## config.mk

```make
export PLATFORM = sky130hd
export DESIGN_NAME = posit8_to_fixed_stream
export DESIGN_NICKNAME = d
export VERILOG_FILES = /design/src/rtl/posit8_pkg.sv /design/src/rtl/posit8_field_extract.sv /design/src/rtl/posit8_to_fixed_stream.sv
export SDC_FILE = /design/constraint.sdc
export NUM_CORES = 1
export LEC_CHECK = 0
export BUFFER_PORTS_ARGS = -buffer_cell sky130_fd_sc_hd__buf_2
export CORE_AREA = 2 2 78 80
export DETAILED_ROUTE_END_ITERATION = 7
export DIE_AREA = 0 0 80 82
export HOLD_SLACK_MARGIN = 0.08
export PLACE_DENSITY = 0.8
export SETUP_SLACK_MARGIN = 0.15
export SLEW_MARGIN = 0
export SYNTH_ARGS = -nofsm -noshare
export SYNTH_HDL_FRONTEND = slang
export SYNTH_HIERARCHICAL = 1
export SYNTH_SLANG_ARGS = --single-unit
```

## constraint.sdc

```tcl
create_clock -name clk -period 4.7 [get_ports clk]
set_clock_uncertainty 0.2 [all_clocks]
set_input_delay 0.47 -clock clk [delete_from_list [all_inputs] [get_ports clk]]
set_output_delay 0.47 -clock clk [all_outputs]
set_load 0.02 [all_outputs]
```

## src/rtl/posit8_pkg.sv

```systemverilog
// Shared posit8 (es=0) constants and the decoded-field record passed between
// the field-extract stage and the fixed-point assembler.
package posit8_pkg;

  localparam logic [7:0] POSIT8_NAR       = 8'h80;
  localparam logic [7:0] POSIT8_ZERO      = 8'h00;
  localparam int         POSIT8_MAXK      = 6;
  localparam int         POSIT8_FRAC_BITS = 5;

  typedef struct packed {
    logic                        sign;
    logic signed [3:0]           k;
    logic [POSIT8_FRAC_BITS-1:0] frac;
    logic                        zero;
    logic                        nar;
  } posit8_fields_t;

endpackage

```

## src/rtl/posit8_field_extract.sv

```systemverilog
// Combinational posit8 (es=0) decode: magnitude, regime value k and the
// left-aligned 5-bit fraction.
module posit8_field_extract
  import posit8_pkg::*;
(
  input  logic [7:0]     posit,
  output posit8_fields_t fields
);

  logic [7:0]  mag_s;
  logic        lead_s;
  logic        stop_s;
  logic [3:0]  run_s;
  logic [11:0] shifted_s;

  // Count the regime run, then shift regime and terminator out so the fraction lands at the top.
  always_comb begin
    mag_s  = posit[7] ? (8'd0 - posit) : posit;
    lead_s = mag_s[6];
    run_s  = 4'd0;
    stop_s = 1'b0;
    for (int i = 6; i >= 0; i--) begin
      if (!stop_s && (mag_s[i] == lead_s)) begin
        run_s = run_s + 4'd1;
      end else begin
        stop_s = 1'b1;
      end
    end
    shifted_s   = {mag_s[6:0], 5'b00000} << (run_s + 4'd1);
    fields.sign = posit[7];
    fields.k    = lead_s ? $signed(run_s - 4'd1) : $signed(4'd0 - run_s);
    fields.frac = shifted_s[11:7];
    fields.zero = (posit == POSIT8_ZERO);
    fields.nar  = (posit == POSIT8_NAR);
  end

endmodule

```

## src/rtl/posit8_to_fixed_stream.sv

```systemverilog
// Two-stage valid/ready converter from posit8 (es=0) to signed Q(OUT_W-FRAC_W).FRAC_W,
// with a NaR sideband flag and a saturating NaR counter.
module posit8_to_fixed_stream
  import posit8_pkg::*;
#(
  parameter int OUT_W  = 16,
  parameter int FRAC_W = 8
) (
  input  logic             clk,
  input  logic             rst,
  input  logic             in_valid,
  output logic             in_ready,
  input  logic [7:0]       in_posit,
  output logic             out_valid,
  input  logic             out_ready,
  output logic [OUT_W-1:0] out_data,
  output logic             out_nar,
  input  logic             cnt_clr,
  output logic [7:0]       nar_count
);

  // {1,f5} carries 5 fraction bits and k is offset by MAXK, so this right shift rescales to FRAC_W.
  localparam int ALIGN_SHR = POSIT8_FRAC_BITS + POSIT8_MAXK - FRAC_W;

  posit8_fields_t   ext_s;
  posit8_fields_t   s1_fields_r;
  logic             s1_valid_r;
  logic             out_valid_r;
  logic             out_nar_r;
  logic [OUT_W-1:0] out_data_r;
  logic [OUT_W-1:0] asm_data_s;
  logic [OUT_W-1:0] mag_s;
  logic [7:0]       nar_count_r;
  logic [3:0]       shamt_s;
  logic [17:0]      scaled_s;
  logic             s2_load_s;
  logic             s1_adv_s;
  logic             accept_s;

  assign s2_load_s = ~out_valid_r | out_ready;
  assign s1_adv_s  = ~s1_valid_r | s2_load_s;
  assign in_ready  = ~rst & s1_adv_s;
  assign accept_s  = in_valid & in_ready;

  posit8_field_extract u_extract (
    .posit  (in_posit),
    .fields (ext_s)
  );

  // Stage-2 assembly: exact magnitude from {1,f5} and k, then sign / zero / NaR override.
  always_comb begin
    shamt_s  = 4'(s1_fields_r.k) + 4'(POSIT8_MAXK);
    scaled_s = 18'({1'b1, s1_fields_r.frac}) << shamt_s;
    mag_s    = OUT_W'(scaled_s >> ALIGN_SHR);
    if (s1_fields_r.nar) begin
      asm_data_s = {1'b1, {(OUT_W-1){1'b0}}};
    end else if (s1_fields_r.zero) begin
      asm_data_s = {OUT_W{1'b0}};
    end else if (s1_fields_r.sign) begin
      asm_data_s = {OUT_W{1'b0}} - mag_s;
    end else begin
      asm_data_s = mag_s;
    end
  end

  // Stage-1 register: decoded fields of the accepted word.
  always_ff @(posedge clk) begin
    if (rst) begin
      s1_valid_r  <= 1'b0;
      s1_fields_r <= '{sign: 1'b0, k: 4'sd0, frac: 5'd0, zero: 1'b0, nar: 1'b0};
    end else if (s1_adv_s) begin
      s1_valid_r  <= in_valid;
      s1_fields_r <= ext_s;
    end
  end

  // Output register: data/nar only change when a new word moves in, so they hold while idle.
  always_ff @(posedge clk) begin
    if (rst) begin
      out_valid_r <= 1'b0;
      out_data_r  <= {OUT_W{1'b0}};
      out_nar_r   <= 1'b0;
    end else if (s2_load_s) begin
      out_valid_r <= s1_valid_r;
      if (s1_valid_r) begin
        out_data_r <= asm_data_s;
        out_nar_r  <= s1_fields_r.nar;
      end
    end
  end

  // Saturating NaR counter; clear has priority over a same-cycle increment.
  always_ff @(posedge clk) begin
    if (rst) begin
      nar_count_r <= 8'd0;
    end else if (cnt_clr) begin
      nar_count_r <= 8'd0;
    end else if (accept_s && (in_posit == POSIT8_NAR) && (nar_count_r != 8'hFF)) begin
      nar_count_r <= nar_count_r + 8'd1;
    end
  end

  assign out_valid = out_valid_r;
  assign out_data  = out_data_r;
  assign out_nar   = out_nar_r;
  assign nar_count = nar_count_r;

endmodule

```

### Word-level counts from Yosys, hierarchy flattened

Index checks and enable logic that the tools add are counted.

| operators by class | value |
|---|---|
| add/subtract/negate cells | 12 |
| equality and inequality tests | 8 |
| shift-type cells | 2 |
| muxes and demuxes | 16 |
| bitwise operators | 7 |
| reduce and logical (&&, ||, !) cells | 14 |

Operators by type and width:

| kind | count |
|---|---|
| 16-bit 2-to-1 mux | 3 |
| 4-bit by 1-bit adder with 4-bit output (second input constant) | 6 |
| 4-bit 2-to-1 mux | 6 |
| 6-bit by 4-bit left shift with 18-bit output | 1 |
| 1-bit by 15-bit subtractor with 16-bit output (first input constant) | 1 |
| 12-bit by 4-bit left shift with 12-bit output | 1 |
| 8-bit by 1-bit adder with 8-bit output (second input constant) | 1 |
| 8-bit == test (second input constant) | 1 |
| 8-bit logical NOT | 1 |
| 8-bit != test (second input constant) | 1 |
| 1-bit logical AND | 7 |
| 7-bit 2-to-1 mux | 1 |
| 1-bit by 7-bit subtractor with 7-bit output (first input constant) | 1 |
| 1-bit == test | 6 |
| 1-bit 2-to-1 mux | 5 |
| 4-bit adder (second input constant) | 1 |
| 1-bit logical NOT | 4 |
| 1-bit by 4-bit subtractor with 4-bit output (first input constant) | 1 |
| 4-bit by 1-bit subtractor with 4-bit output (second input constant) | 1 |
| 1-bit NOT | 3 |
| 1-bit AND | 2 |
| 2-bit 2-to-1 mux | 1 |
| 1-bit bitwise OR | 2 |
| 2-bit AND reduction | 1 |
| 2-bit OR reduction | 1 |

| storage, ports and cells | value |
|---|---|
| register bits after elaboration | 39 |
| input bits | 13 |
| output and inout bits | 27 |
| word-level logic and storage cells | 69 |

### Logic depth before layout (Yosys ltp)

Gate-level depths: netlist (run 1).

| logic depth | value |
|---|---|
| depth after elaboration | 19 |
| mapped depth | 18 |
| gate-level depth less buffers | 17 |

### Cells and area by module

Netlist (run 1), hierarchy kept.

By module, submodules not included:

| module | times used | cells each | area an instance (µm²) | seq. area each (µm²) |
|---|---|---|---|---|
| posit8_to_fixed_stream | 1 | 315 | 2433.6 | 780.7 |
| posit8_field_extract | 1 | 117 | 872.1 | 0.0 |

### Least setup slack after synthesis (run 1)

No wires, ideal clock.

| path | value |
|---|---|
| kind | in2reg |
| from | input port in_posit[0] |
| to | register s1_fields_r[3] (netlist name) |
| setup time | 132 ps |
| arrival | 3652 ps |
| data required time | 4368 ps |
| setup slack | 716 ps |
| cell stages on the path | 16 |
| buffers on the path | 2 |
| cells stage by stage | inv_1 > ha_1 > nor3b_2 > a31oi_1 > o311a_1 > o2bb2ai_2 > buf_6 > a311o_1 > o21ai_0 > ha_1 > buf_1 > clkinv_1 > mux4_1 > and2_1 > nand2_1 > a21oi_1 |

RTL lines:

| element | line | RTL |
|---|---|---|
| start, declared | posit8_to_fixed_stream.sv:13 | `input logic [7:0] in_posit,` |
| end signal, assigned | posit8_to_fixed_stream.sv:70 | `s1_fields_r <= '{sign: 1'b0, k: 4'sd0, frac: 5'd0, zero: 1'b0, nar: 1'b0};` |
| end signal, assigned | posit8_to_fixed_stream.sv:73 | `s1_fields_r <= ext_s;` |
| end, declared | posit8_to_fixed_stream.sv:26 | `posit8_fields_t s1_fields_r;` |

==> results of run 1 <==
[worst reg2reg max path, stage by stage, from the launching register on]
cell and delay [ns]:
dfxtp_1 0.73, inv_2 0.14, ha_1 0.58, or3_1 0.42
a21oi_1 0.29, and3b_1 0.23, o311ai_2 0.41, a41o_1 0.28
xnor2_1 0.18, o21ai_1 0.08
[stage by stage]
step	setup slack [ns]	instances
floorplan	0.7156	432
global placement	0.3653	530
detailed placement	0.1279	530
CTS	0.4364	538
global route	0.1935	538
finish	0.5063	538
[cell usage after synthesis, types with 10 or more instances]
| master | count |
|---|---|
| a21oi_1 | 29 |
| clkbuf_1 | 10 |
| dfxtp_1 | 39 |
| mux2i_1 | 10 |
| nand2_1 | 54 |
| nand2b_1 | 10 |
| nand3_1 | 13 |
| nand4_1 | 10 |
| nor2_1 | 42 |
| nor3_1 | 18 |
| o21ai_0 | 16 |
| xnor2_1 | 16 |
[report_power, final]
part	switching, mW	internal [mW]	total (mW)
Combinational	0.438	0.275	0.713
Clock	0.136	0.106	0.242
Sequential	0.0425	0.363	0.405
[sequential cells by signal (all words and copies together) (netlist names)]
register     flops
out_data        16
s1_fields_r     12
nar_count        8
out_nar          1
out_valid        1
s1_valid_r       1
[cells in the final DEF, fill, tap and decap left out, types with 7 or more instances in the layout]
cell | netlist | routed
nand2_1 | 54 | 54
nor2_1 | 42 | 42
buf_2 | 2 | 39
dfxtp_1 | 39 | 39
a21oi_1 | 29 | 29
nor3_1 | 18 | 18
xnor2_1 | 16 | 16
o21ai_0 | 16 | 16
nand3_1 | 13 | 13
mux2i_1 | 10 | 10
nand2b_1 | 10 | 10
nand4_1 | 10 | 10
xor2_1 | 9 | 9
inv_1 | 8 | 8
o21ai_1 | 7 | 7
[cell families after synthesis]
| logic type | count (synthesis) | share of synthesized area, % |
|---|---|---|
| xor+xnor | 26 | 7.116 |
| buf+inv | 35 | 5.072 |
| simple gates | 191 | 29.18 |
| flops | 39 | 23.62 |
| fa+ha+maj | 6 | 2.271 |
| compound gates | 120 | 27.37 |
| mux | 15 | 5.375 |
[metal layers]
metal  part of all wire, %  wire length [µm]  vias to the layer above  global-route usage, %
met1                    44              3656                     1583                  32.02
met3                   5.9               495                       26                  3.516
met5                     0                 0                        -                      0
met2                    47              3968                      137                  44.42
li1                      -                 -                     1650                      -
met4                   2.9               243                        0                  11.86
[area by class of cell]
cell class / instances / area [µm²]
repair buffers: 45 / 240.2
inverters: 13 / 52.55
clock inverters: 3 / 23.77
fillers: 510 / 2126
multi-input cells: 358 / 2360
well taps: 75 / 93.84
clock buffers: 5 / 68.82
flip-flops and latches: 39 / 780.7
[worst paths after layout]
check             slack [ns]  cells after the start                   startpoint                           to
hold reg to reg         0.25                      2     out_data[9]$_SDFFE_PP0P_     out_data[9]$_SDFFE_PP0P_
setup / recovery        0.51                     18                  in_posit[0]  s1_fields_r[4]$_SDFFE_PP0N_
setup reg to reg        1.08                      9  s1_fields_r[8]$_SDFFE_PP0N_    out_data[13]$_SDFFE_PP0P_
hold / removal          0.19                      3                     in_valid      s1_valid_r$_SDFFE_PP0N_
==> run_results.csv, run 1 <==
group,metric,value,unit
run_status,outcome,"completed",
detailed_routing,drt-vias-per-instance,6.312,
sta,whs,0.1934,ns
finish,utilization,63.00,%
finish,final_net_count,481,
sta,final-setup-viol-count,0,
critical_path,path_delay_family,"compound AO/OA/AOI/OAI gates",
clocking,insertion_delay,0.30,ns
detailed_routing,wirelength,8363,µm
sta,finalMaxSlewViolations,0,
floorplan,io_pins,40,
placed_design,dpl_cell_area,3521,µm²
logic_synthesis,synth_nets,451,
logic_synthesis,syn-mean-instance-area,7.652,µm²
logic_synthesis,synth-edff-count,0,
global_route,first_global_vias,2959,
floorplan,start_util,57.53,%
logic_synthesis,ys_ff_latch,39,
floorplan,die_y,82,µm
sta,fin_tns_setup,0,ns
clocking,clock_path_buffers,2,
clocking,cts_setup_buffers,0,
critical_path,slowest_delay,0.46,ns
critical_path,crit_type,"input port to flop",
critical_path,critPathBufInv,4,
pwr,power.density,375.8,nW/µm²
detailed_routing,drc,0,
logic_synthesis,async_flop_share,0,%
critical_path,crit_chain,"buf_2, inv_1, ha_1, nor3b_2, a31oi_1, a221oi_2, o2bb2ai_2, buf_4, a311o_1, o21ai_0, ha_2, clkinvlp_4, nor2_1, o22ai_1, a21o_1, a221oi_2, nand2_1, a21oi_1",
clocking,tritoncts,"done",
critical_path,start_kind,"input port",
sta,max_clock_freq,238.5,MHz
placed_design,hpwl,6163,µm
sta,slew_headroom,33.23,%
floorplan,num_rows,28,
placed_design,port_buffers,39,
logic_synthesis,ys.warnings.count,6,
clocking,cts_resized,0,
floorplan,die_x,80,µm
detailed_routing,drt_iter0_drc,335,
detailed_routing,wl_per_cell,15.54,µm
clocking,numCtsBuffers,5,
finish,diodes,0,
critical_path,crit_arrival,4.22,ns
logic_synthesis,ys_seq_area_share,23.62,%
flow_run,cap_violations,0,
logic_synthesis,ys_top_cells_by_area,"dfxtp_1 24%, nand2_1 6.1%, nor2_1 4.8%",
global_route,grt_pass1_wl,13570,µm
sta,grt_setup_unrepaired,"false",
critical_path,endpoint_kind,"flop",
floorplan,core_area,5746,µm²
detailed_routing,drt_first_pass_iters,5,
global_route,antenna_found_initial,0,
global_route,grt_max_degree,29,
global_route,grt_use_total,25.81,%
sta,period_minus_slack,4.194,ns
sta,min_period_over_period,89.23,%
detailed_routing,vias,3396,
clocking,clk_pin_slew_worst_paths,0.08,ns
detailed_routing,ant_nets,0,
clocking,hold_buffers,0,
finish,syn2layout_area_growth,9.500,%
pwr,peakVddDrop,199.1,µV
pwr,power.leakage,1.419,nW
global_route,grt-ovfl-total,0,
logic_synthesis,synth_cell_types,80,
clocking,cts_root_buffer,"clkbuf_8",
logic_synthesis,synth_cells,432,
pwr,total_power,1.360,mW
critical_path,cp.required,4.73,ns
logic_synthesis,synth_top_area_share,23.62,%
sta,finalHoldViolCount,0,
logic_synthesis,ys.flop_type,"dfxtp_1",
finish,finalInstanceArea,3620,µm²
critical_path,path_max_fanout,10,
clocking,cts.sinks,39,
clocking,htreeDepth,2,
sta,tightest_slew,0.9924,ns
finish,drive_gt1_share,18.36,%
logic_synthesis,synth_area,3306,µm²
placed_design,gp_congestion,0.9686,
logic_synthesis,synth_top_area_cell,"dfxtp_1",
floorplan,die_area,6560,µm²
critical_path,slowest_stage,"ha_2",
min_path,worstHoldPathType,"input port to flop",
critical_path,cpMostUsedCell,"a221oi_2",
(Power assumes the default switching activity.)
==> run 2: changes to the inputs <==
CORE_AREA = 2 2 139 107   (was 2 2 78 80)
DIE_AREA = 0 0 141 109   (was 0 0 80 82)
PLACE_DENSITY = not set   (was 0.8)
==> run_results.csv, run 2 (synthesis results as in run 1) <==
group,metric,value,unit
run_status,outcome,"completed",
critical_path,path_max_fanout,9,
finish,final_net_count,481,
clocking,numCtsBuffers,5,
pwr,power.leakage,1.446,nW
critical_path,crit_type,"input port to flop",
sta,slew_headroom,20.78,%
detailed_routing,drc,0,
detailed_routing,dr.max_layer_used,"met4",
placed_design,gp_congestion,0.9257,
clocking,hold_buffers,0,
finish,final_cell_mix,"54 x nand2_1, 42 x nor2_1, 39 x buf_2, 39 x dfxtp_1, 29 x a21oi_1",
global_route,grt_max_degree,29,
floorplan,core_area,14120,µm²
detailed_routing,drt_iter0_drc,246,
sta,final-setup-viol-count,0,
global_route,grt_pass1_wl,15630,µm
critical_path,start_kind,"input port",
clocking,tritoncts,"done",
finish,layout_commonest_cell,"nand2_1",
detailed_routing,met2_length,4040,µm
floorplan,num_rows,38,
detailed_routing,drt_first_pass_iters,5,
critical_path,reg2reg_from,"s1_fields_r[8]$_SDFFE_PP0N_",
clocking,insertion_delay,0.29,ns
global_route,antenna_found_initial,0,
floorplan,die_y,109,µm
floorplan,die_x,141,µm
pwr,peakVddDrop,133.1,µV
min_path,worstHoldPathType,"input port to flop",
placed_design,hpwl,7057,µm
detailed_routing,wirelength,9331,µm
floorplan,start_util,23.41,%
detailed_routing,dr_wl_met3,566,µm
global_route,grt_use_total,12.43,%
detailed_routing,drt-vias-per-instance,5.226,
sta,fin_tns_setup,0,ns
critical_path,endpoint_kind,"flop",
floorplan,die_area,15370,µm²
critical_path,crit_arrival,4.12,ns
critical_path,reg2reg_slack,1.14,ns
sta,finalMaxSlewViolations,0,
clocking,cts_root_buffer,"clkbuf_16",
finish,diodes,0,
sta,min_period_over_period,88.63,%
flow_run,cap_violations,0,
critical_path,worstReg2RegEnd,"out_data[15]$_SDFFE_PP0P_",
detailed_routing,ant_nets,0,
clocking,htreeDepth,2,
finish,drive_gt1_share,18.14,%
global_route,first_global_vias,3156,
critical_path,r2r_cells,9,
sta,max_clock_freq,240.1,MHz
finish,largest_reg_flops,16,
sta,finalHoldViolCount,0,
critical_path,cp.required,4.66,ns
placed_design,port_buffers,39,
detailed_routing,vias,3360,
detailed_routing,met1_length,4618,µm
finish,finalInstanceArea,3800,µm²
global_route,grt-ovfl-total,0,
critical_path,setup.worst_path.end,"s1_fields_r[3]$_SDFFE_PP0N_",
pwr,power.density,386.6,nW/µm²
clocking,cts.sinks,39,
sta,period_minus_slack,4.165,ns
sta,whs,0.2118,ns
sta,grt_setup_unrepaired,"false",
finish,syn2layout_area_growth,14.95,%
placed_design,dpl_cell_area,3652,µm²
sta,tightest_slew,1.177,ns
floorplan,io_pins,40,
clocking,clk_pin_slew_worst_paths,0.06,ns
detailed_routing,wl_per_cell,14.51,µm
clocking,clock_path_buffers,2,
critical_path,startpoint,"in_posit[0]",
[run 2: changes by cell type in the layout (fill, tap and decap cells not counted)]
cell        delta
clkbuf_8       -5
clkbuf_1       +1
clkbuf_16      +5
inv_6          -1
clkinvlp_4     -1
clkinv_2       +1
[run 2: final cells by class]
class                      count  area (µm²)
clock buffer                   6       128.9
clock inverter                 2       12.51
fill                        1520       10320
inverter                      13       52.55
multi-input combinational    358        2360
sequential                    39       780.7
tap                          180       225.2
timing repair buffer          45       240.2
[run 2: timing repair]
| action | CTS | global route |
|---|---|---|
| gates resized for setup | 0 | 2 |
| hold endpoints to repair | 0 | 0 |
| setup endpoints to repair | 0 | 1 |
| setup buffers | 0 | 0 |
[run 2: critical path: stages]
cell and delay [ns]:
buf_2 0.16, inv_1 0.17, ha_1 0.22, nor3b_2 0.35
a31oi_1 0.14, o311a_1 0.42, o2bb2ai_2 0.27, nor2_1 0.09
a311o_1 0.34, o21ai_0 0.11, ha_2 0.39, clkinvlp_4 0.16
mux4_1 0.54, and2_1 0.17, nand2_1 0.05, a21oi_1 0.07
[run 2: metal layers]
| metal | GRT usage, % | vias to the layer above |
|---|---|---|
| li1 | - | 1641 |
| met1 | 17.48 | 1590 |
| met2 | 19.27 | 119 |
| met3 | 2.459 | 10 |
| met4 | 3.786 | 0 |
| met5 | 0 | - |
[run 2: worst min-delay path by stage]
stage	start	endpoint	slack, ns	cells after the start
2_1_floorplan	s1_fields_r[9]$_SDFFE_PP0N_	s1_fields_r[9]$_SDFFE_PP0N_	0.23	2
3_3_place_gp	out_data[9]$_SDFFE_PP0P_	out_data[9]$_SDFFE_PP0P_	0.24	2
3_5_place_dp	out_nar$_SDFFE_PP0P_	out_nar$_SDFFE_PP0P_	0.25	2
4_1_cts	in_valid	s1_valid_r$_SDFFE_PP0N_	0.21	3
5_1_grt	in_valid	s1_valid_r$_SDFFE_PP0N_	0.25	3
6_report	in_valid	s1_valid_r$_SDFFE_PP0N_	0.21	3
[run 2: metrics by stage]
step           cells  total power, mW  utilization, %  worst slack (ns)
2_1_floorplan    432           0.9584               -            0.7156
3_3_place_gp     635            1.112           25.86            0.3592
3_5_place_dp     635            1.118           25.86            0.2526
4_1_cts          643            1.462           26.87            0.5332
5_1_grt          643            1.564           26.91            0.2401
6_report         643            1.469           26.91            0.5346
[run 2: where the power goes]
part	switching (mW)	leakage, nW	internal (mW)	total [mW]
logic	0.444	1.06	0.278	0.722
clock network	0.144	0.0669	0.196	0.341
registers	0.0429	0.318	0.363	0.406
total	0.631	1.45	0.838	1.47
==> run 3: changes to the inputs <==
CORE_AREA = 2 2 92 161   (was 2 2 139 107)
DIE_AREA = 0 0 94 163   (was 0 0 141 109)
PLACE_DENSITY = 0.45   (was not set)
TNS_END_PERCENT = 50   (was not set)
==> run_results.csv, run 3 (synthesis results as in run 1) <==
group,metric,value,unit
detailed_routing,ant_nets,0,
global_route,grt_pass1_wl,16410,µm
global_route,grt_max_degree,29,
detailed_routing,vias,3341,
critical_path,r2r_cells,9,
detailed_routing,drt_first_pass_iters,4,
clocking,numCtsBuffers,5,
detailed_routing,drt-vias-per-instance,5.172,
global_route,grt-ovfl-total,0,
floorplan,io_pins,40,
finish,layout_commonest_cell,"nand2_1",
floorplan,num_rows,58,
detailed_routing,wirelength,10140,µm
critical_path,crit_type,"input port to flop",
critical_path,worstReg2RegEnd,"out_data[12]$_SDFFE_PP0P_",
critical_path,startpoint,"in_posit[0]",
placed_design,hpwl,8133,µm
sta,grt_setup_unrepaired,"false",
placed_design,gp_congestion,0.9034,
finish,final_cell_mix,"54 x nand2_1, 42 x nor2_1, 39 x buf_2, 39 x dfxtp_1, 29 x a21oi_1",
finish,diodes,0,
detailed_routing,met1_length,3984,µm
sta,fin_tns_setup,0,ns
sta,period_minus_slack,4.177,ns
detailed_routing,drc,0,
flow_run,cap_violations,0,
clocking,htreeDepth,2,
detailed_routing,drt_iter0_drc,122,
sta,slew_headroom,35.86,%
detailed_routing,wl_per_cell,15.70,µm
min_path,worstHoldPathType,"input port to flop",
critical_path,crit_arrival,4.19,ns
sta,finalMaxSlewViolations,0,
critical_path,cp.required,4.71,ns
sta,setup_slack,0.5231,ns
clocking,cts_setup_buffers,0,
floorplan,start_util,23.36,%
critical_path,setup.worst_path.end,"s1_fields_r[4]$_SDFFE_PP0N_",
placed_design,dp_slack,0.2546,ns
floorplan,die_x,94,µm
clocking,insertion_delay,0.29,ns
global_route,antenna_found_initial,0,
detailed_routing,dr.max_layer_used,"met4",
detailed_routing,dr_wl_met3,225,µm
global_route,first_global_vias,3271,
clocking,tritoncts,"done",
clocking,hold_buffers,0,
global_route,grt_use_total,13.24,%
clocking,cts_root_buffer,"clkbuf_16",
clocking,cts.sinks,39,
critical_path,path_max_fanout,9,
detailed_routing,met2_length,5548,µm
finish,utilization,27.03,%
finish,largest_reg_flops,16,
floorplan,die_area,15320,µm²
clocking,clk_pin_slew_worst_paths,0.07,ns
critical_path,endpoint_kind,"flop",
sta,min_period_over_period,88.87,%
sta,tightest_slew,0.9533,ns
floorplan,die_y,163,µm
critical_path,reg2reg_slack,1.61,ns
finish,syn2layout_area_growth,15.71,%
sta,final-setup-viol-count,0,
min_path,hp-start,"in_valid",
critical_path,start_kind,"input port",
floorplan,core_area,14150,µm²
pwr,power.leakage,1.467,nW
pwr,peakVddDrop,140.1,µV
placed_design,port_buffers,39,
critical_path,reg2reg_from,"s1_fields_r[8]$_SDFFE_PP0N_",
pwr,power.density,388.2,nW/µm²
clocking,cts_resized,0,
finish,drive_gt1_share,18.45,%
clocking,clock_path_buffers,2,
run_status,outcome,"completed",
finish,final_net_count,484,
sta,finalHoldViolCount,0,
sta,max_clock_freq,239.4,MHz
-- run 3: changes by cell type in the layout (fill, tap and decap cells not counted), sizes merged --
cell	previous run	this run
clkinvlp	2	1
clkbuf	6	5
clkinv	2	4
buf	45	48
-- run 3: power breakdown --
part / switching, mW / leakage (nW) / internal, mW
clock: 0.145 / 0.0700 / 0.198
sequential: 0.0341 / 0.318 / 0.363
combinational: 0.464 / 1.08 / 0.280
-- run 3: cell type report --
cell class / count / area (µm²)
multi-input combinational: 358 / 2357
inverter: 13 / 48.80
clock buffer: 5 / 125.1
fill: 1571 / 10330
clock inverter: 3 / 25.02
tap: 180 / 225.2
sequential: 39 / 780.7
timing repair buffer: 48 / 262.8
-- run 3: critical path: stages --
cell	delay, ns
buf_2	0.16
inv_1	0.17
ha_1	0.22
nor3b_2	0.35
a31oi_1	0.23
a221oi_2	0.36
o2bb2ai_2	0.17
nor2_1	0.07
a311o_1	0.34
o21ai_0	0.09
ha_1	0.37
clkinv_1	0.30
nor2_1	0.16
o22ai_1	0.08
a21o_1	0.18
a221oi_2	0.24
nand2_1	0.07
a21oi_1	0.14
-- run 3: stage by stage --
stage | instance area, µm² | power, mW | instances | hold slack [ns]
3_5_place_dp | 3675 | 1.143 | 638 | 0.2408
6_report | 3825 | 1.485 | 646 | 0.2349
5_1_grt | 3825 | 1.586 | 646 | 0.2367
3_3_place_gp | 3675 | 1.139 | 638 | 0.2336
2_1_floorplan | 3306 | 0.9584 | 432 | 0.2319
4_1_cts | 3825 | 1.493 | 646 | 0.2326
-- run 3: how the worst min path moves through the flow --
stage	slack, ns	depth (start not counted)	to
4_1_cts	0.23	3	s1_valid_r$_SDFFE_PP0N_
3_3_place_gp	0.23	2	out_data[9]$_SDFFE_PP0P_
5_1_grt	0.24	3	s1_valid_r$_SDFFE_PP0N_
2_1_floorplan	0.23	2	s1_fields_r[9]$_SDFFE_PP0N_
3_5_place_dp	0.24	2	out_data[9]$_SDFFE_PP0P_
6_report	0.23	3	s1_valid_r$_SDFFE_PP0N_
-- run 3: metal layers --
metal,track usage (%),vias to the layer above
li1,-,1653
met5,0,-
met2,25.78,78
met4,5.665,0
met3,1.203,21
met1,14.02,1589
